==> config.mk <==
export PLATFORM = sky130hd
export DESIGN_NAME = regfile_sb
export DESIGN_NICKNAME = d
export VERILOG_FILES = /design/src/rtl/regfile_sb.sv
export SDC_FILE = /design/constraint.sdc
export NUM_CORES = 2
export LEC_CHECK = 0
export BUFFER_PORTS_ARGS = -buffer_cell sky130_fd_sc_hd__buf_4
export CAP_MARGIN = 20
export CORE_ASPECT_RATIO = 1.25
export CORE_MARGIN = 1
export CORE_UTILIZATION = 60
export CTS_CLUSTER_SIZE = 40
export DETAILED_ROUTE_END_ITERATION = 8
export HOLD_SLACK_MARGIN = 0.06
export PLACE_DENSITY = 0.81
export SLEW_MARGIN = 20
export SYNTH_ARGS = -nofsm -noshare
export SYNTH_HDL_FRONTEND = slang
export SYNTH_SLANG_ARGS = --single-unit
==> constraint.sdc <==
create_clock -name clk -period 8.7 [get_ports clk]
set_clock_uncertainty 0.15 [all_clocks]
set_input_delay 0.435 -clock clk [delete_from_list [all_inputs] [get_ports clk]]
set_output_delay 0.435 -clock clk [all_outputs]
set_load 0.05 [all_outputs]
==> src/rtl/regfile_sb.sv <==
// rtl/regfile_sb.sv - register file with write bypass and pending-producer scoreboard
module regfile_sb #(
   parameter int WIDTH    = 32,
   parameter int DEPTH    = 32,
   parameter int AW       = $clog2(DEPTH),
   parameter bit ZERO_REG = 1'b1,
   parameter bit BYPASS   = 1'b1
) (
   input  logic             clk,
   input  logic             rst_n,
   input  logic [AW-1:0]    ra,
   input  logic [AW-1:0]    rb,
   output logic [WIDTH-1:0] a,
   output logic [WIDTH-1:0] b,
   input  logic             we,
   input  logic [AW-1:0]    rw,
   input  logic [WIDTH-1:0] w,
   input  logic             set_v,
   input  logic [AW-1:0]    set_reg,
   output logic             busy_a,
   output logic             busy_b,
   output logic             hazard,
   output logic [AW:0]      inflight
);

   logic [WIDTH-1:0] mem [DEPTH];
   logic [DEPTH-1:0] pending;

   logic set_ok;
   logic wr_ok;
   logic inc;
   logic dec;
   logic fwd_a;
   logic fwd_b;
   logic zero_a;
   logic zero_b;

   assign set_ok = set_v && !(ZERO_REG && set_reg == '0);
   assign wr_ok  = we && !(ZERO_REG && rw == '0);

   // Counter tracks popcount: a same-register set+clear leaves the bit set.
   assign inc = set_ok && !pending[set_reg];
   assign dec = we && pending[rw] && !(set_ok && set_reg == rw);

   always_ff @(posedge clk or negedge rst_n) begin
      if (!rst_n) begin
         for (int i = 0; i < DEPTH; i++) begin
            mem[i] <= '0;
         end
         pending  <= '0;
         inflight <= '0;
      end else begin
         if (wr_ok) begin
            mem[rw] <= w;
         end
         if (we) begin
            pending[rw] <= 1'b0;
         end
         if (set_ok) begin
            pending[set_reg] <= 1'b1;
         end
         inflight <= inflight + (AW+1)'(inc) - (AW+1)'(dec);
      end
   end

   // Forwarding is gated by rst_n so the ports read zero while in reset.
   assign fwd_a  = BYPASS && rst_n && we && (rw == ra);
   assign fwd_b  = BYPASS && rst_n && we && (rw == rb);
   assign zero_a = ZERO_REG && (ra == '0);
   assign zero_b = ZERO_REG && (rb == '0);

   assign a = zero_a ? '0 : (fwd_a ? w : mem[ra]);
   assign b = zero_b ? '0 : (fwd_b ? w : mem[rb]);

   assign busy_a = pending[ra] && !fwd_a && !zero_a;
   assign busy_b = pending[rb] && !fwd_b && !zero_b;
   assign hazard = busy_a || busy_b;

endmodule
# --- Word level (Yosys, flattened, before mapping) ---
# Cells that the tools add are included.
# Widths: inputs -> output; s select.
totals:
  reg_bits: 1062
  in_bits: 56
  out_inout_bits: 73
  wordCells: 111
op_classes:
  n_addsub: 2
  magnitude_cmp: 10
  n_eq_ne: 3
  n_mux: 27
  bitwise_logic: 6
  reduce_logical: 29
ops:
  columns: ["cell", "n"]
  rows:
  - ["$bwmux 1024", 1]
  - ["$mux 32", 11]
  - ["$bmux 32 s5", 2]
  - ["$demux 32 s5", 1]
  - ["$and 32x32->32", 1]
  - ["$not 32->32", 1]
  - ["$or 32x32->32", 1]
  - ["$lt 5x6->1 const B", 4]
  - ["$bmux 1 s5", 4]
  - ["$logic_not 5->1", 4]
  - ["$ge 6x6->1 const B", 3]
  - ["$not 5->6", 3]
  - ["$logic_and 1x1->1", 16]
  - ["$eq 5x5->1", 3]
  - ["$demux 1 s5", 2]
  - ["$ge 5x1->1 const B", 2]
  - ["$logic_not 1->1", 8]
  - ["$add 6x1->6", 1]
  - ["$lt 6x1->1 const B", 1]
  - ["$mux 1", 6]
  - ["$sub 6x1->6", 1]
  - ["$logic_or 1x1->1", 1]

# --- Depth between registers and ports, before layout ---
logic_depth:
  ltp_word: 9
  mapped_depth: 15
  mapped_depth_nobuf: 13

# --- Least setup slack after synthesis ---
# No wires, ideal clock.
synth_path:
  path_type: "input to output"
  start: "input port ra[0]"
  end: "output port hazard"
  t_arrival_ps: 3082
  required_ps: 8115
  path_slack_ps: 5033
  path_stages: 7
  path_buffers: 2
  path_cell_list: "buf_4 -> buf_4 -> mux4_2 -> nor2_1 -> a211oi_1 -> nor3_1 -> or2_1"
synth_between:
  elab_chain_len: 6
  elab_cells_between_ends: 10
  classes_between: "eq/ne (1); mux (2); reduce/logical (7)"
synth_lines:
  columns: ["element", "line", "text"]
  rows:
  - ["start: declaration", "11", "input logic [AW-1:0] ra,"]
  - ["parallel branches: the longest is 4 deep, another holds $bmux 1 s5", null, null]
  - ["$logic_and 1x1->1 *", "75", "assign busy_a = pending[ra] && !fwd_a && !zero_a;"]
  - ["via busy_a", "20", "output logic busy_a,"]
  - ["$logic_or 1x1->1 *", "77", "assign hazard = busy_a || busy_b;"]
  - ["end: declaration", "22", "output logic hazard,"]
# Mark *: on every way through the listed nets, which the timed path passes. The select of a mux whose other input is x is not followed.

# --- Worst setup path in the final report ---
layout_path:
  start: "input port rst_n"
  end: "output port b[20]"
layout_between:
  elab_chain_len: 4
layout_lines:
  columns: ["element", "line", "text"]
  rows:
  - ["start: declaration", "10", "input logic rst_n,"]
  - ["$logic_and 1x1->1 (2 in series)", "68", "assign fwd_b = BYPASS && rst_n && we && (rw == rb);"]
  - ["$mux 32 (2 in series)", "73", "assign b = zero_b ? '0 : (fwd_b ? w : mem[rb]);"]
  - ["end: declaration", "14", "output logic [WIDTH-1:0] b,"]
# No other way between the ends.

==> flow_metrics.tcl <==
set metrics [dict create \
    status "finished, final reports clean" \
    wl_per_cell_microns 34.7 \
    crit_family "buffers and inverters" \
    cp_num_buf_inv 5 \
    power.leakage_nw 27.4 \
    grt_max_degree 180 \
    ys.flop_type "dfrtp_1" \
    clkTransAtPathRegs_ps 60 \
    postRouteAntennaNets 0 \
    swShare 0.291 \
    start_kind "input pin" \
    r2r_start "pending[7]" \
    met3_length_microns 23800 \
    grt.total_usage 0.388 \
    ys_seq_area_frac 0.456 \
    ioPinCount 129 \
    synth.top_cell.area_share 0.456 \
    cp_max_fo 91 \
    synth_area_sq_mm 0.0583 \
    drtIter0Drc 5454 \
    vias 40558 \
    grt_overflow 0 \
    cts_tree "yes" \
    worst_ep_arrival_time_ps 4350 \
    cts_max_path_buffers 3 \
    area_growth_syn_to_layout_pct 8.72 \
    numCtsBuffers 104 \
    synth_common_cells "dfrtp_1 (1062), mux2_2 (1008), mux4_2 (418)" \
    synth_seq_cells 1062 \
    hold_class "in -> reg" \
    critPathCaptureType "output port" \
    max_cap_viol_count 0 \
    synthArstFlopShare 1.00 \
    power_frac_seq 0.448 \
    reg2reg_slack_ps 5180 \
    numClockSinks 1062 \
    top_layer_used "met5" \
    min_from "w[26]" \
    grt_pass1_vias 41444 \
    antenna_found_initial 10 \
    portBuffers 128 \
    grt_pass1_wl_microns 277000 \
    initial_core_util 0.606 \
    avgSynthCellArea_sq_um 14.1 \
    finalCritPeriodShare 0.567 \
    synth_edf_count 0 \
    critPathMostFrequentCell "buf_4" \
    worstMarginPinSlew_ps 1250 \
    gp_congestion 0.891 \
    post_cts_buffers 0 \
    worstSetupPathType "in -> out" \
    syn_nets 4209 \
    cp.required_ps 8120 \
    wl_met1_microns 64900 \
    clock_latency_ps 710 \
    finalSetupTns_ps 0 \
    drt_wl_total_microns 187000 \
    synth_area_leaders "dfrtp_1 (46%), mux2_2 (19%), mux4_2 (16%)" \
    min_to "mem[186]" \
    rsz0062_at_grt "no" \
    die-area_sq_mm 0.0984 \
    p_clk_frac 0.322 \
    period_minus_slack_ps 4930 \
    final_nets 4081 \
    yosysTopAreaCell "dfrtp_1" \
    r2r_cells 11 \
    dpl_cell_area_sq_mm 0.0597 \
    met2_length_microns 83800 \
    internal-power_mw 10.5 \
    viasPerCell 7.52 \
    reg2reg_to "inflight[4]" \
    relSlewSlack 0.162 \
    slew_violations 0 \
    htreeDepth 3 \
    drc 0 \
    synth_cell_type_count 71 \
    path_depth 10 \
    slowest_delay_ps 560 \
    yosysMostFrequentCell "dfrtp_1" \
    ys.warnings.count 0 \
    final_cell_area_sq_mm 0.0633 \
    ir_drop_mv 0.188 \
    drtPass1Iterations 6 \
    layout-drive-gt1-share 0.454 \
    core_area_sq_mm 0.0961 \
    holdPathStages 2 \
    power_density_mw_per_mm2 234 \
    max_freq_mhz 203 \
    cts_root_buf "clkbuf_16" \
    die_x_microns 281 \
    hpwl_microns 106000 \
    dieHeight_microns 350 \
    combPwrFrac 0.230 \
    setup_violations 0 \
    finalHoldViolCount 0 \
    slowest_stage "dlygate4sd3_1" \
    p_sw_mw 4.32 \
    placementRows 127 \
    crit_chain "dlygate4sd3_1 > buf_8 > nand2_1 > nor4_2 > buf_4 > or3_1 > buf_4 > a211oi_1 > a311o_1 > buf_4" \
    syn_inst 4146 \
]
[metrics by stage]
step / cells / hold WS, ps / util / setup WS, ps / total power [mW]
floorplan: 4146 / -10.6 / - / 5030 / 9.03
global placement: 5194 / 225 / 0.621 / 3840 / 9.88
detailed placement: 5194 / 232 / 0.621 / 3910 / 10.0
CTS: 5388 / 62.2 / 0.658 / 3920 / 14.8
global route: 5391 / 98.0 / 0.659 / 3580 / 15.3
finish: 5395 / 88.0 / 0.659 / 3770 / 14.8
[state kept, by name, summed over array words and instances (netlist names)]
register / flops
inflight: 6
mem: 1024
pending: 32
[repair_timing]
action	4_1_cts	5_1_grt
hold buffers	7	0
gates resized for setup	0	0
endpoints found under the hold margin	99	0
[how the worst max path moves through the flow]
stage,startpoint,to
finish,rst_n,b[20]
global route,ra[0],a[30]
CTS,ra[0],a[30]
detailed placement,ra[0],a[30]
global placement,ra[0],a[30]
floorplan,ra[0],hazard
[final cells by class]
class / count / area [sq um]
antenna: 6 / 15.0
clock buffer: 158 / 3090
clock inverter: 29 / 478
fill: 6730 / 32800
inverter: 17 / 63.8
multi-input combinational: 2599 / 29600
sequential: 1062 / 26600
tap: 1290 / 1610
timing repair buffer: 234 / 1910
[routing by layer]
layer,vias to the layer above,GRT usage
met1,21087,0.490
met2,2877,0.579
met5,-,0
met4,10,0.256
li1,15726,-
met3,858,0.122
[power by group through the flow]
stage	clock network, mW	registers [mW]	logic (mW)
6_report	4.76	6.64	3.41
5_1_grt	4.98	6.76	3.60
4_1_cts	4.78	6.61	3.38
3_5_place_dp	0	6.69	3.35
3_3_place_gp	0	6.61	3.26
2_1_floorplan	0	6.48	2.55
[worst register-to-register path, stage by stage, from the launching register on]
cell and delay [ps]:
dfrtp_1 480, mux4_2 500, mux4_2 470, a21oi_1 240, nand3_1 120, ha_1 290, inv_1 40, ha_1 200
fa_1 450, a21o_1 200, a21oi_1 180, xnor2_1 140
[kinds of logic after synthesis]
group	after synthesis	share of synthesized area
xor+xnor	20	0.00314
flops	1062	0.456
mux	1712	0.406
fa+ha+maj	7	0.00163
simple gates	330	0.0292
buf+inv	485	0.0394
compound gates	530	0.0647
[layout by cell type (no fill, tap or decap), types with 10 or more instances in the layout]
master	netlist	layout
mux2_1	11	11
clkbuf_1	245	28
buf_4	28	213
a32o_1	11	11
nand3_1	25	25
o21ai_0	113	113
a22o_1	21	21
o22ai_1	35	35
clkinv_2	0	11
o211ai_1	29	29
inv_1	16	16
bufinv_16	0	11
a221o_1	10	10
and3_1	15	15
nand2_1	61	46
a31oi_1	12	12
dfrtp_1	1062	1062
a22oi_1	58	58
nor3_1	34	34
a221oi_1	73	73
a211oi_1	66	66
clkbuf_8	0	24
nor2b_1	43	41
nand2_2	0	15
nor3b_1	11	11
mux2i_1	275	275
a21oi_1	48	48
a311o_1	17	17
mux4_2	418	418
nor2_4	0	17
nand2b_1	10	10
nor2_1	85	67
clkbuf_16	0	106
mux2_2	1008	1008
xnor2_1	10	10
Power figures use the tool's default switching activity.
